## src/rtl/sal_ddr2_pkg.sv

```systemverilog
// sal_ddr2_pkg: types and helpers shared by the DDR2 request router.
//   map_mode_t  : run-time address mapping selector (value 3 decodes as RBC)
//   chan_t      : AXI address channel identifier (AR / AW)
//   bk_req_t    : request fields forwarded to a bank controller
//   dec_addr_t  : decoded bank plus request fields
//   decode_addr : splits a byte address into bank/row/column for a given mode
package sal_ddr2_pkg;

    // Fields are carried at full width so one package serves any
    // parameterisation; users slice down to their own widths.
    localparam int unsigned SAL_FIELD_W = 64;

    typedef enum logic [1:0] {
        MAP_RBC     = 2'd0,
        MAP_BRC     = 2'd1,
        MAP_RBC_XOR = 2'd2
    } map_mode_t;

    typedef enum logic {
        CH_AR = 1'b0,
        CH_AW = 1'b1
    } chan_t;

    typedef struct packed {
        logic [SAL_FIELD_W-1:0] id;
        logic [SAL_FIELD_W-1:0] ra;
        logic [SAL_FIELD_W-1:0] ca;
        logic [SAL_FIELD_W-1:0] len;
        logic                   wr;
    } bk_req_t;

    typedef struct packed {
        logic [SAL_FIELD_W-1:0] ba;
        bk_req_t                req;
    } dec_addr_t;

    function automatic logic [63:0] field_mask(input int unsigned w);
        return (64'd1 << w) - 64'd1;
    endfunction

    // Only ra/ca/ba are filled; id/len/wr are left zero for the caller.
    function automatic dec_addr_t decode_addr(
        input logic [63:0] addr,
        input map_mode_t   mode,
        input int unsigned off_w,
        input int unsigned ca_w,
        input int unsigned ra_w,
        input int unsigned ba_w
    );
        logic [63:0] a;
        logic [63:0] ca;
        logic [63:0] ra;
        logic [63:0] ba;
        dec_addr_t   res;
        a  = addr >> off_w;
        ca = a & field_mask(ca_w);
        if (mode == MAP_BRC) begin
            ra = (a >> ca_w) & field_mask(ra_w);
            ba = (a >> (ca_w + ra_w)) & field_mask(ba_w);
        end else begin
            // RBC, RBC+XOR and the unused encoding 3
            ba = (a >> ca_w) & field_mask(ba_w);
            ra = (a >> (ca_w + ba_w)) & field_mask(ra_w);
            if (mode == MAP_RBC_XOR) begin
                ba = ba ^ (ra & field_mask(ba_w));
            end
        end
        res        = '0;
        res.ba     = ba;
        res.req.ra = ra;
        res.req.ca = ca;
        return res;
    endfunction

endpackage

```

## src/rtl/sal_rr_arb2.sv

```systemverilog
// sal_rr_arb2: two-requester round-robin arbiter.
//   clk, rst_n : clock, asynchronous active-low reset
//   req_i[0]   : AR request, req_i[1] : AW request
//   accept_i   : the granted request was transferred this cycle
//   grant_o    : one-hot (or zero) grant, combinational from req_i
// Priority rotates only on an accepted transfer; after reset AR wins a tie.
module sal_rr_arb2
    import sal_ddr2_pkg::*;
(
    input  logic       clk,
    input  logic       rst_n,
    input  logic [1:0] req_i,
    input  logic       accept_i,
    output logic [1:0] grant_o
);

    chan_t last_q;
    chan_t last_d;

    always_comb begin
        grant_o = '0;
        case (req_i)
            2'b01:   grant_o = 2'b01;
            2'b10:   grant_o = 2'b10;
            2'b11:   grant_o = (last_q == CH_AW) ? 2'b01 : 2'b10;
            default: grant_o = '0;
        endcase
    end

    always_comb begin
        last_d = last_q;
        if (accept_i) begin
            last_d = grant_o[1] ? CH_AW : CH_AR;
        end
    end

    always_ff @(posedge clk or negedge rst_n) begin
        if (!rst_n) begin
            last_q <= CH_AW;
        end else begin
            last_q <= last_d;
        end
    end

endmodule

```

## src/rtl/sal_req_router.sv

```systemverilog
// sal_req_router: arbitrates AXI AR/AW address requests, decodes the address
// into bank/row/column and presents it through a one-deep registered slot to
// the addressed bank controller.
//   clk, rst_n            : clock, asynchronous active-low reset
//   map_mode_i            : 0 RBC, 1 BRC, 2 RBC with XOR bank hash, 3 as 0
//   ar_* / aw_*           : AXI read / write address channels
//   bk_valid_o/bk_ready_i : one-hot per-bank handshake
//   bk_id/ra/ca/len/wr_o  : request fields shared by all banks (wr: 1 = write)
module sal_req_router
    import sal_ddr2_pkg::*;
#(
    parameter  int ADDR_WIDTH   = 32,
    parameter  int ID_WIDTH     = 4,
    parameter  int LEN_WIDTH    = 4,
    parameter  int BK_CNT       = 8,
    parameter  int RA_WIDTH     = 14,
    parameter  int CA_WIDTH     = 10,
    parameter  int OFFSET_WIDTH = 3,
    localparam int BA_WIDTH     = $clog2(BK_CNT)
) (
    input  logic                  clk,
    input  logic                  rst_n,
    input  logic [1:0]            map_mode_i,
    input  logic                  ar_valid_i,
    output logic                  ar_ready_o,
    input  logic [ID_WIDTH-1:0]   ar_id_i,
    input  logic [ADDR_WIDTH-1:0] ar_addr_i,
    input  logic [LEN_WIDTH-1:0]  ar_len_i,
    input  logic                  aw_valid_i,
    output logic                  aw_ready_o,
    input  logic [ID_WIDTH-1:0]   aw_id_i,
    input  logic [ADDR_WIDTH-1:0] aw_addr_i,
    input  logic [LEN_WIDTH-1:0]  aw_len_i,
    output logic [BK_CNT-1:0]     bk_valid_o,
    input  logic [BK_CNT-1:0]     bk_ready_i,
    output logic [ID_WIDTH-1:0]   bk_id_o,
    output logic [RA_WIDTH-1:0]   bk_ra_o,
    output logic [CA_WIDTH-1:0]   bk_ca_o,
    output logic [LEN_WIDTH-1:0]  bk_len_o,
    output logic                  bk_wr_o
);

    if ((BK_CNT < 2) || ((BK_CNT & (BK_CNT - 1)) != 0)) begin : g_bk_cnt_chk
        $error("sal_req_router: BK_CNT must be a power of two >= 2");
    end
    if ((ADDR_WIDTH < OFFSET_WIDTH + CA_WIDTH + RA_WIDTH + BA_WIDTH) ||
        (ADDR_WIDTH > 64)) begin : g_addr_chk
        $error("sal_req_router: ADDR_WIDTH too small for the mapping (or > 64)");
    end

    logic                  out_valid_q, out_valid_d;
    logic [BA_WIDTH-1:0]   out_ba_q,    out_ba_d;
    logic [ID_WIDTH-1:0]   id_q,        id_d;
    logic [RA_WIDTH-1:0]   ra_q,        ra_d;
    logic [CA_WIDTH-1:0]   ca_q,        ca_d;
    logic [LEN_WIDTH-1:0]  len_q,       len_d;
    logic                  wr_q,        wr_d;

    logic [1:0]            grant;
    logic                  slot_free;
    logic                  accept;
    logic                  drain;
    logic [ADDR_WIDTH-1:0] sel_addr;
    dec_addr_t             dec;
    logic                  unused_dec;

    assign slot_free  = !out_valid_q || bk_ready_i[out_ba_q];
    assign ar_ready_o = grant[0] && slot_free;
    assign aw_ready_o = grant[1] && slot_free;
    // Grants are only issued to valid requesters, so a grant plus a free
    // slot is exactly a transfer on the granted channel.
    assign accept     = (ar_valid_i && ar_ready_o) || (aw_valid_i && aw_ready_o);
    assign drain      = out_valid_q && bk_ready_i[out_ba_q];

    sal_rr_arb2 u_arb (
        .clk      (clk),
        .rst_n    (rst_n),
        .req_i    ({aw_valid_i, ar_valid_i}),
        .accept_i (accept),
        .grant_o  (grant)
    );

    assign sel_addr   = grant[1] ? aw_addr_i : ar_addr_i;
    assign dec        = decode_addr(64'(sel_addr), map_mode_t'(map_mode_i),
                                    OFFSET_WIDTH, CA_WIDTH, RA_WIDTH, BA_WIDTH);
    assign unused_dec = ^dec;

    always_comb begin
        out_valid_d = out_valid_q;
        out_ba_d    = out_ba_q;
        id_d        = id_q;
        ra_d        = ra_q;
        ca_d        = ca_q;
        len_d       = len_q;
        wr_d        = wr_q;
        if (accept) begin
            // Covers a simultaneous drain: the slot reloads without a bubble.
            out_valid_d = 1'b1;
            out_ba_d    = dec.ba[BA_WIDTH-1:0];
            ra_d        = dec.req.ra[RA_WIDTH-1:0];
            ca_d        = dec.req.ca[CA_WIDTH-1:0];
            id_d        = grant[1] ? aw_id_i  : ar_id_i;
            len_d       = grant[1] ? aw_len_i : ar_len_i;
            wr_d        = grant[1];
        end else if (drain) begin
            out_valid_d = 1'b0;
        end
    end

    always_ff @(posedge clk or negedge rst_n) begin
        if (!rst_n) begin
            out_valid_q <= 1'b0;
            out_ba_q    <= '0;
            id_q        <= '0;
            ra_q        <= '0;
            ca_q        <= '0;
            len_q       <= '0;
            wr_q        <= 1'b0;
        end else begin
            out_valid_q <= out_valid_d;
            out_ba_q    <= out_ba_d;
            id_q        <= id_d;
            ra_q        <= ra_d;
            ca_q        <= ca_d;
            len_q       <= len_d;
            wr_q        <= wr_d;
        end
    end

    assign bk_valid_o = out_valid_q ? (BK_CNT'(1) << out_ba_q) : '0;
    assign bk_id_o    = id_q;
    assign bk_ra_o    = ra_q;
    assign bk_ca_o    = ca_q;
    assign bk_len_o   = len_q;
    assign bk_wr_o    = wr_q;

endmodule
```

## config.mk

```make
export PLATFORM = sky130hd
export DESIGN_NAME = sal_req_router
export DESIGN_NICKNAME = d
export VERILOG_FILES = /design/src/rtl/sal_ddr2_pkg.sv /design/src/rtl/sal_rr_arb2.sv /design/src/rtl/sal_req_router.sv
export SDC_FILE = /design/constraint.sdc
export NUM_CORES = 1
export LEC_CHECK = 0
export BUFFER_PORTS_ARGS = -buffer_cell sky130_fd_sc_hd__buf_4
export CAP_MARGIN = 40
export CORE_ASPECT_RATIO = 0.75
export CORE_MARGIN = 1
export CORE_UTILIZATION = 46
export CTS_BUF_LIST = sky130_fd_sc_hd__clkbuf_16
export CTS_CLUSTER_DIAMETER = 30
export DETAILED_ROUTE_END_ITERATION = 6
export GPL_ROUTABILITY_DRIVEN = 1
export PLACE_DENSITY = 0.83
export SLEW_MARGIN = 20
export SYNTH_ARGS = -nofsm -noshare
export SYNTH_HDL_FRONTEND = slang
export SYNTH_HIERARCHICAL = 1
export SYNTH_SLANG_ARGS = --single-unit
```

## constraint.sdc

```tcl
create_clock -name clk -period 2.6 [get_ports clk]
set_clock_uncertainty 0.1 [all_clocks]
set_input_delay 0.13 -clock clk [delete_from_list [all_inputs] [get_ports clk]]
set_output_delay 0.13 -clock clk [all_outputs]
set_load 0.005 [all_outputs]
```

# Yosys cells after proc, flatten, opt, wreduce, memory -nomap -nowiden
# Index checks and enable logic that the tools add are counted.
[classes]
eq_ne = 5
mul = 0
div_mod_pow = 0
reduce_logical = 9
addsub = 0
magnitude_cmp = 1
bitwise_logic = 1
shift = 1
mux = 14
[op_table]
columns = ["op", "n"]
rows = [
  ["$mux W30", 1],
  ["$mux W14", 1],
  ["$mux W4", 2],
  ["$mux W8", 1],
  ["$shl A1 B3 Y8 const A", 1],
  ["$eq A2 B2 Y1 const B", 3],
  ["$mux W3", 2],
  ["$pmux W2 S3", 1],
  ["$logic_and A1 B1 Y1", 5],
  ["$eq A2 B1 Y1 const B", 2],
  ["$lt A3 B4 Y1 const B", 1],
  ["$mux W1", 4],
  ["$bmux W1 S3", 1],
  ["$xor A3 B3 Y3", 1],
  ["$logic_or A1 B1 Y1", 2],
  ["$mux W2", 1],
  ["$reduce_bool A2 Y1", 1],
  ["$logic_not A1 Y1", 1],
]
[totals]
n_memories = 0
mem_bits_ro = 0
latch_bits = 0
input_bits = 94
output_inout_bits = 43
mem_bits_rw = 0
reg_bits = 38

# Depth between registers and ports, before layout
# Gate-level depths: netlist of run 1.
[depth]
depth_word = 7
ltp_mapped = 8

# By module
# The synthesis of run 1 kept the hierarchy.
[by_module_without_submodules]
columns = ["mod", "cells_each", "instances", "area_each_um2"]
rows = [
  ["sal_req_router", 182, 1, 2582.5],
  ["sal_rr_arb2", 5, 1, 63.8],
]

# Least setup slack after synthesis of run 1
# OpenSTA, ideal clock, no wires.
[synth_path]
path_type = "flip-flop to flip-flop"
from = "reg u_arb.last_q"
to = "reg ca_q[0] (netlist: bk_ca_o[0])"
required_ns = 2.375
n_path_buf = 1
arrival_time_ns = 1.903
period_less_slack_ns = 2.129
stages_incl_launch_ff = 7
setup_ns = 0.125
slack_ns = 0.471
cell_sequence = "dfstp_2 -> inv_1 -> a21boi_0 -> a22oi_1 -> nor3_4 -> buf_12 -> mux2_4"
[synth_between]
elab_chain_cells = 5
elab_cells_between_ends = 8
[synth_lines]
columns = ["element", "line_no", "rtl"]
rows = [
  ["start, declared", "sal_rr_arb2.sv:17", "chan_t last_q;"],
  ["start signal, assigned", "sal_rr_arb2.sv:41", "last_q <= last_d;"],
  ["$mux W2", "sal_rr_arb2.sv:25", "2'b11: grant_o = (last_q == CH_AW) ? 2'b01 : 2'b10;"],
  ["$pmux W2 S3", "sal_rr_arb2.sv:22", "case (req_i)"],
  ["named net grant[0]", "sal_req_router.sv:59", "logic [1:0] grant;"],
  ["$logic_and A1 B1 Y1", "sal_req_router.sv:68", "assign ar_ready_o = grant[0] && slot_free;"],
  ["$logic_and A1 B1 Y1", "sal_req_router.sv:72", "assign accept = (ar_valid_i && ar_ready_o) || (aw_valid_i && aw_ready_o);"],
  ["$logic_or A1 B1 Y1", "sal_req_router.sv:72", ""],
  ["named net accept", "sal_req_router.sv:61", "logic accept;"],
  ["end signal, assigned", "sal_req_router.sv:116", "ca_q <= '0;"],
  ["end signal, assigned", "sal_req_router.sv:124", "ca_q <= ca_d;"],
  ["end, declared", "sal_req_router.sv:55", "logic [CA_WIDTH-1:0] ca_q, ca_d;"],
]
# The timed path passes the listed nets, and every way through them passes these cells.
# A chain may end at the register's enable or synchronous reset.

# Final worst setup path of run 1
[layout_path]
from = "reg u_arb.last_q"
to = "reg ca_q[4] (netlist: bk_ca_o[4])"
[layout_between]
elab_chain_cells = 5
elab_cells_between_ends = 8
[layout_lines]
columns = ["element", "line_no"]
rows = [
  ["$mux W2", "sal_rr_arb2.sv:25"],
  ["$pmux W2 S3", "sal_rr_arb2.sv:22"],
  ["named net grant[0]", "sal_req_router.sv:59"],
  ["$logic_and A1 B1 Y1", "sal_req_router.sv:68"],
  ["$logic_and A1 B1 Y1", "sal_req_router.sv:72"],
  ["$logic_or A1 B1 Y1", "sal_req_router.sv:72"],
]
# The timed path passes the listed nets, and every way through them passes these cells.

==> results of run 1 <==
report_power, final:
group          total (mW)  switching (mW)  leakage, nW  internal (mW)
Combinational        1.85           0.650         1.23           1.20
Clock               0.578           0.231       0.0724          0.347
Sequential           1.15           0.245        0.445          0.906
worst register-to-register path: stages (launching register included):
cell	delay [ns]
dfstp_2	0.57
inv_1	0.05
a21boi_0	0.28
a22oi_1	0.24
nor3_4	0.21
buf_12	0.30
mux2_2	0.40
timing repair:
action / 4_1_cts / 5_1_grt
buffers inserted: 0 / 0
gates resized for setup: 0 / 0
endpoints found under the hold margin: 37 / 0
hold buffers: 1 / 0
cell type report:
type / instances / area, sq um
Tap cell: 75 / 93.8
Inverter: 2 / 7.51
Timing Repair Buffer: 131 / 998
Sequential cell: 38 / 952
Multi-Input combinational cell: 134 / 1570
Fill cell: 399 / 1680
Clock inverter: 3 / 12.5
Clock buffer: 5 / 125
worst paths after layout:
kind                               start           end  slack, ns  cells past startpoint
min in group asynchronous          rst_n    bk_ca_o[5]       0.26                      2
setup / recovery            u_arb/last_q    bk_ca_o[4]       0.35                      6
setup reg to reg            u_arb/last_q    bk_ca_o[4]       0.35                      6
hold reg to reg               bk_ca_o[1]    bk_ca_o[1]       0.42                      1
max in group asynchronous          rst_n  u_arb/last_q       1.77                      2
hold / removal             ar_addr_i[10]    bk_ca_o[7]       0.11                      3
stage by stage:
step	instance area (sq um)	instances	total power [mW]	setup WS, ns	util [%]
floorplan	2650	187	2.31	0.471	-
global placement	3620	379	2.95	0.377	66.5
detailed placement	3620	379	3.02	0.350	66.5
CTS	3760	388	3.61	0.328	69.2
global route	3760	388	3.79	0.208	69.2
finish	3760	388	3.58	0.348	69.2
layer usage:
metal  GRT usage [%]  up-vias
li1                -      962
met1            28.6     1013
met2            38.7       79
met3            5.01        5
met4            5.95        0
met5               0        -
layout by cell type (no fill, tap or decap), drive strengths merged:
master / instances
a21boi: 2
or3b: 5
mux2: 62
o211a: 1
nand2b: 5
o31ai: 2
nor3: 3
nor2: 9
a22oi: 1
a32oi: 2
dlygate4sd3: 1
mux2i: 4
o21ai: 1
o31a: 1
or2b: 1
a221o: 2
dfrtp: 37
a31o: 1
nand2: 7
a211oi: 2
inv: 3
a21oi: 2
clkbuf: 5
nand3: 1
buf: 130
and2: 2
mux4: 14
dfstp: 1
o32ai: 3
clkinv: 2
nor2b: 1
sequential cells by signal, summed over array words and instances, names as in the netlist:
| register | flops |
|---|---|
| bk_ra_o | 14 |
| bk_ca_o | 10 |
| bk_id_o | 4 |
| bk_len_o | 4 |
| out_ba_q | 3 |
| u_arb/last_q | 1 |
| out_valid_q | 1 |
| bk_wr_o | 1 |
cells in the mapped netlist (all sizes together):
master,n
o31ai,2
mux2i,4
buf,10
a211oi,2
o211a,1
a32oi,2
a221o,2
inv,2
nor2,9
nor2b,1
nand2b,5
and2,2
dfstp,1
mux2,62
o31a,1
o32ai,3
a22oi,1
a21oi,2
clkbuf,3
mux4,14
nand2,7
or2b,1
o21ai,1
nor3,3
dfrtp,37
a21boi,2
a31o,1
or3b,5
nand3,1
kinds of logic after synthesis:
group                  synth area share, %
DFF                                   36.0
AOI/OAI and AO/OA                     7.61
and+or+nand+nor                       7.38
muxes                                 44.2
buffers and inverters                 4.82
==> metrics.md, run 1 <==
| Metric | Value |
|---|---|
| Kind of end point of the critical path | flip-flop |
| CP cell instances | inv_1 -> a21boi_0 -> a22oi_1 -> nor3_4 -> buf_12 -> mux2_2 |
| Wire length on met1 | ~2800 microns |
| Net Count, Synth | 281 |
| Vias | 2059 |
| Static leakage | about 1.7 nW |
| Largest net degree at the start of global routing | 39 |
| DRC Markers | 0 |
| Synth unique cells | 40 |
| Synthesized area | 2650 sq um |
| Dominant cells by area after synthesis | dfrtp_1 35%, mux2_4 17%, mux2_2 13% |
| Global-route wire length before repair | between 9000 and 10000 microns |
| Largest area contributor in the netlist | dfrtp_1 |
| Core area | 5440 sq um |
| Uppermost layer routed | met4 |
| Achievable frequency | roughly 440 MHz |
| WP buf/inv | 2 |
| Routed wl met2 | between 3000 and 4000 microns |
| Critical path fanouts, max | 35 |
| Unrepaired setup endpoints after global routing | no |
| Initial cell density of the core | 48.7% |
| Relative slew slack | around two thirds |
| Power per Cell Area | ~950 nW/um^2 |
| Area grow syn2layout | 42.2% |
| CTS tree | done |
| Final wirelength | about 6600 microns |
| Initial antenna violation count | 0 |
| DR iter-0 viols | 41 |
| 1st-pass router iterations | 4 |
| Post-synthesis cell count | between 150 and 200 |
| Final Hold Fails | 0 |
| Sequential area share after synthesis | a little over a third |
| Clock buffer count from CTS | 5 |
| ANT cells | 0 |
| Row cnt | 23 |
| Max-Cap Viols | 0 |
| Worst Tran Pin Value | 0.497 ns |
| Yosys top cell area share | a little over a third |
| Hpwl dp | between 5000 and 6000 microns |
| All-Layer GR Usage | 22.5% |
| Overflow after GRT | 0 |
| Clk Latency, worst-skew pair | about 0.28 ns |
| Global placer's final weighted congestion | around 0.79 |
| Top delay family on crit path | flip-flops |
| Clk sinks | 38 |
| Synth Warn # | 6 |
| Post-Route Setup TNS | 0 ns |
| Final worst path period share | a little under 90% |
| Die Area | 6060 sq um |
| Vias in the first global route | 2061 |
| PortBufs | ~130 |
| Share of layout cells above drive strength 1 | 71.2% |
| Synth Register Bits | 38 |
| Max incr delay on CP | ~0.57 ns |
| Crit Path Category | flip-flop to flip-flop |
| CP Launch Type | flip-flop |
| CTS Root Cell | clkbuf_16 |
| Fin nets | 406 |
| IO Pins | roughly 140 |
| Worst path slowest cell | dfstp_2 |
| H-tree depth | 2 |
| Status | completed |
| Critical Path RT | about 2.7 ns |
| Arrival time at the worst endpoint | around 2.3 ns |
| Tmin final | approximately 2.3 ns |
| Hold WS | about 0.11 ns |
| Routed length per instance | between 15 and 20 microns |
| Peak VDD IR | roughly 0.00048 V |
| Clock buffer depth | 2 |
| Die height | approximately 68 microns |
| Width of the die | ~90 microns |
| Syn avg cell area | about 14 sq um |
| WL met3 | 417 microns |
| Via density | approximately 5.3 |
| Hold WC Path Type | input pin to flip-flop |
| Clk slew on worst S/H paths | roughly 0.06 ns |
| Antenna Nets Post-Route | 0 |
| Final setup violating endpoints | 0 |
| Max Slew Vio Count | 0 |
No activity file was read; power rests on OpenSTA's default activity.
==> run 2: changes to the inputs <==
--- a/config.mk
+++ b/config.mk
@@ -15,6 +15,7 @@
 export DETAILED_ROUTE_END_ITERATION = 6
 export GPL_ROUTABILITY_DRIVEN = 1
 export PLACE_DENSITY = 0.83
+export RECOVER_POWER = 100
 export SLEW_MARGIN = 20
 export SYNTH_ARGS = -nofsm -noshare
 export SYNTH_HDL_FRONTEND = slang
==> metrics.md, run 2 (synthesis gave the netlist of run 1 again) <==
| Metric | Value |
|---|---|
| Status | completed |
| Global placer's final weighted congestion | 0.789 (unchanged) |
| Largest net degree at the start of global routing | 39 (unchanged) |
| Peak VDD IR | 0.000414 V (-14%) |
| Initial cell density of the core | 48.7% (unchanged) |
| Crit Path Category | flip-flop to flip-flop |
| Vias in the first global route | 2061 (unchanged) |
| Antenna Nets Post-Route | 0 (unchanged) |
| Initial antenna violation count | 0 (unchanged) |
| Arrival time at the worst endpoint | 2.36 ns (+0.05 ns) |
| Row cnt | 23 (unchanged) |
| Global-route wire length before repair | 9970 microns (unchanged) |
| Hold WC Path Type | input pin to flip-flop |
| Clk slew on worst S/H paths | 0.06 ns (about the same) |
| Hpwl dp | 5030 microns (unchanged) |
| Clock buffer count from CTS | 5 (unchanged) |
| Max Slew Vio Count | 0 (unchanged) |
| R2R Path Start | u_arb/last_q |
| Final worst path period share | 88.5% (+1.9 points) |
| Core area | 5440 sq um (unchanged) |
| Worst Tran Pin Value | 0.967 ns (+0.470 ns) |
| H-tree depth | 2 (unchanged) |
| Stages on worst setup path | 6 (unchanged) |
| Hold path startpoint | aw_id_i[2] |
| Power per Cell Area | 895 nW/um^2 (-5.8%) |
| Hold depth | 3 (unchanged) |
| WP buf/inv | 1 (-1) |
| Critical path fanouts, max | 23 (-34%) |
| DR iter-0 viols | 30 (-27%) |
| DRC Markers | 0 (unchanged) |
| Vias | 2069 (+0.49%) |
| Achievable frequency | 435 MHz (-2.1%) |
| Die height | 67.7 microns (unchanged) |
| Reg2reg end | out_ba_q[0] |
| PortBufs | 126 (unchanged) |
| Max-Cap Viols | 0 (unchanged) |
| CTS tree | done |
| ANT cells | 0 (unchanged) |
| R2R depth | 6 (unchanged) |
| Non-filler instance count after layout | 388 (unchanged) |
| Critical Path RT | 2.66 ns (about the same) |
| Post-Route Setup TNS | 0 ns (unchanged) |
| Share of layout cells above drive strength 1 | 60.4% (-11 points) |
| Static leakage | 1.63 nW (-7.0%) |
| Fin nets | 406 (unchanged) |
| Commonest cells after routing, fill and taps aside | 89 x buf_4, 37 x dfrtp_1, 33 x clkbuf_4 |
| Top delay family on crit path | compound AO/OA/AOI/OAI gates |
| Final setup violating endpoints | 0 (unchanged) |
| Clock buffer depth | 2 (unchanged) |
| R2r setup slk | 0.30 ns (-0.05 ns) |
| Fillers | 445 (+12%) |
| Tmin final | 2.30 ns (+0.0491 ns) |
| Max incr delay on CP | 0.41 ns (-0.16 ns) |
| Final wirelength | 6560 microns (-0.11%) |
| Final Hold Fails | 0 (unchanged) |
| Die Area | 6060 sq um (unchanged) |
| All-Layer GR Usage | 22.5% (unchanged) |
| Unrepaired setup endpoints after global routing | no |
| CP cell instances | a21boi_4 -> buf_4 -> mux2i_1 -> a211oi_1 -> a221o_1 -> mux2_1 |
| Clk sinks | 38 (unchanged) |
| CP startpoint | u_arb/last_q |
| IO Pins | 137 (unchanged) |
| Commonest non-fill, non-tap cell in the layout | buf_4 |
| CTS Root Cell | clkbuf_16 |
| Overflow after GRT | 0 (unchanged) |
| Max FFs per register | 14 (unchanged) |
| Hold worst-path end | bk_id_o[2] |
| 1st-pass router iterations | 4 (unchanged) |
| Placed cell count | 379 (unchanged) |
| Width of the die | 89.6 microns (unchanged) |
| Via density | 5.33 (+0.49%) |
| Kind of end point of the critical path | flip-flop |
| Clk Latency, worst-skew pair | 0.28 ns (about the same) |
| Routed length per instance | 16.9 microns (-0.11%) |
| CP Launch Type | flip-flop |
| Area grow syn2layout | 37.6% |
| Worst path slowest cell | buf_4 |
| Relative slew slack | 35.5% (-31 points) |
[run 2: cell types whose count changed in the layout (fill, tap and decap cells not counted), sizes merged]
cell	change
clkbuf	+40
buf	-40
[run 2: routing by layer]
metal / GRT usage [%] / vias up / routed length (microns)
met5: 0 / - / 0
met4: 5.95 / 0 / 54
met3: 5.01 / 7 / 430
met2: 38.7 / 83 / 3230
met1: 28.6 / 1017 / 2840
li1: - / 962 / -
[run 2: layout make-up]
| class | count | area (sq um) | area share (%) |
|---|---|---|---|
| clock buffers | 5 | 125 | 3.44 |
| clock inverters | 3 | 12.5 | 0.344 |
| inverters | 2 | 7.51 | 0.206 |
| multi-input cells | 134 | 1480 | 40.5 |
| flip-flops and latches | 38 | 952 | 26.2 |
| well taps | 75 | 93.8 | 2.58 |
| repair buffers | 131 | 973 | 26.7 |
[run 2: what timing repair did]
action	in CTS	in global routing
hold endpoints to repair	37	0
gates resized for setup	0	0
setup buffers	0	0
hold buffers	1	0
[run 2: metrics by stage]
step           hold WS, ns  util, %  power [mW]  setup WS [ns]  instance area [sq um]
2_1_floorplan       -0.266        -        2.31          0.471                   2650
3_3_place_gp        0.0329     66.5        2.95          0.377                   3620
3_5_place_dp        0.0307     66.5        3.02          0.350                   3620
4_1_cts              0.106     69.2        3.61          0.328                   3760
5_1_grt              0.108     66.9        3.48          0.139                   3640
6_report            0.0976     66.9        3.26          0.299                   3640
[run 2: how the worst max path moves through the flow]
| stage | slack [ns] | to |
|---|---|---|
| 2_1_floorplan | 0.47 | bk_ca_o[0] |
| 3_3_place_gp | 0.38 | out_ba_q[0] |
| 3_5_place_dp | 0.35 | bk_ca_o[4] |
| 4_1_cts | 0.33 | out_ba_q[0] |
| 5_1_grt | 0.14 | out_ba_q[0] |
| 6_report | 0.30 | out_ba_q[0] |
[run 2: worst min-delay path: stages]
cell and delay [ns]:
buf_4 0.07, mux2_2 0.13, mux2_1 0.11
[run 2: power by group]
part | internal [mW] | leakage [nW] | switching [mW]
registers | 0.902 | 0.445 | 0.224
logic | 0.931 | 1.11 | 0.627
clock network | 0.346 | 0.0724 | 0.229
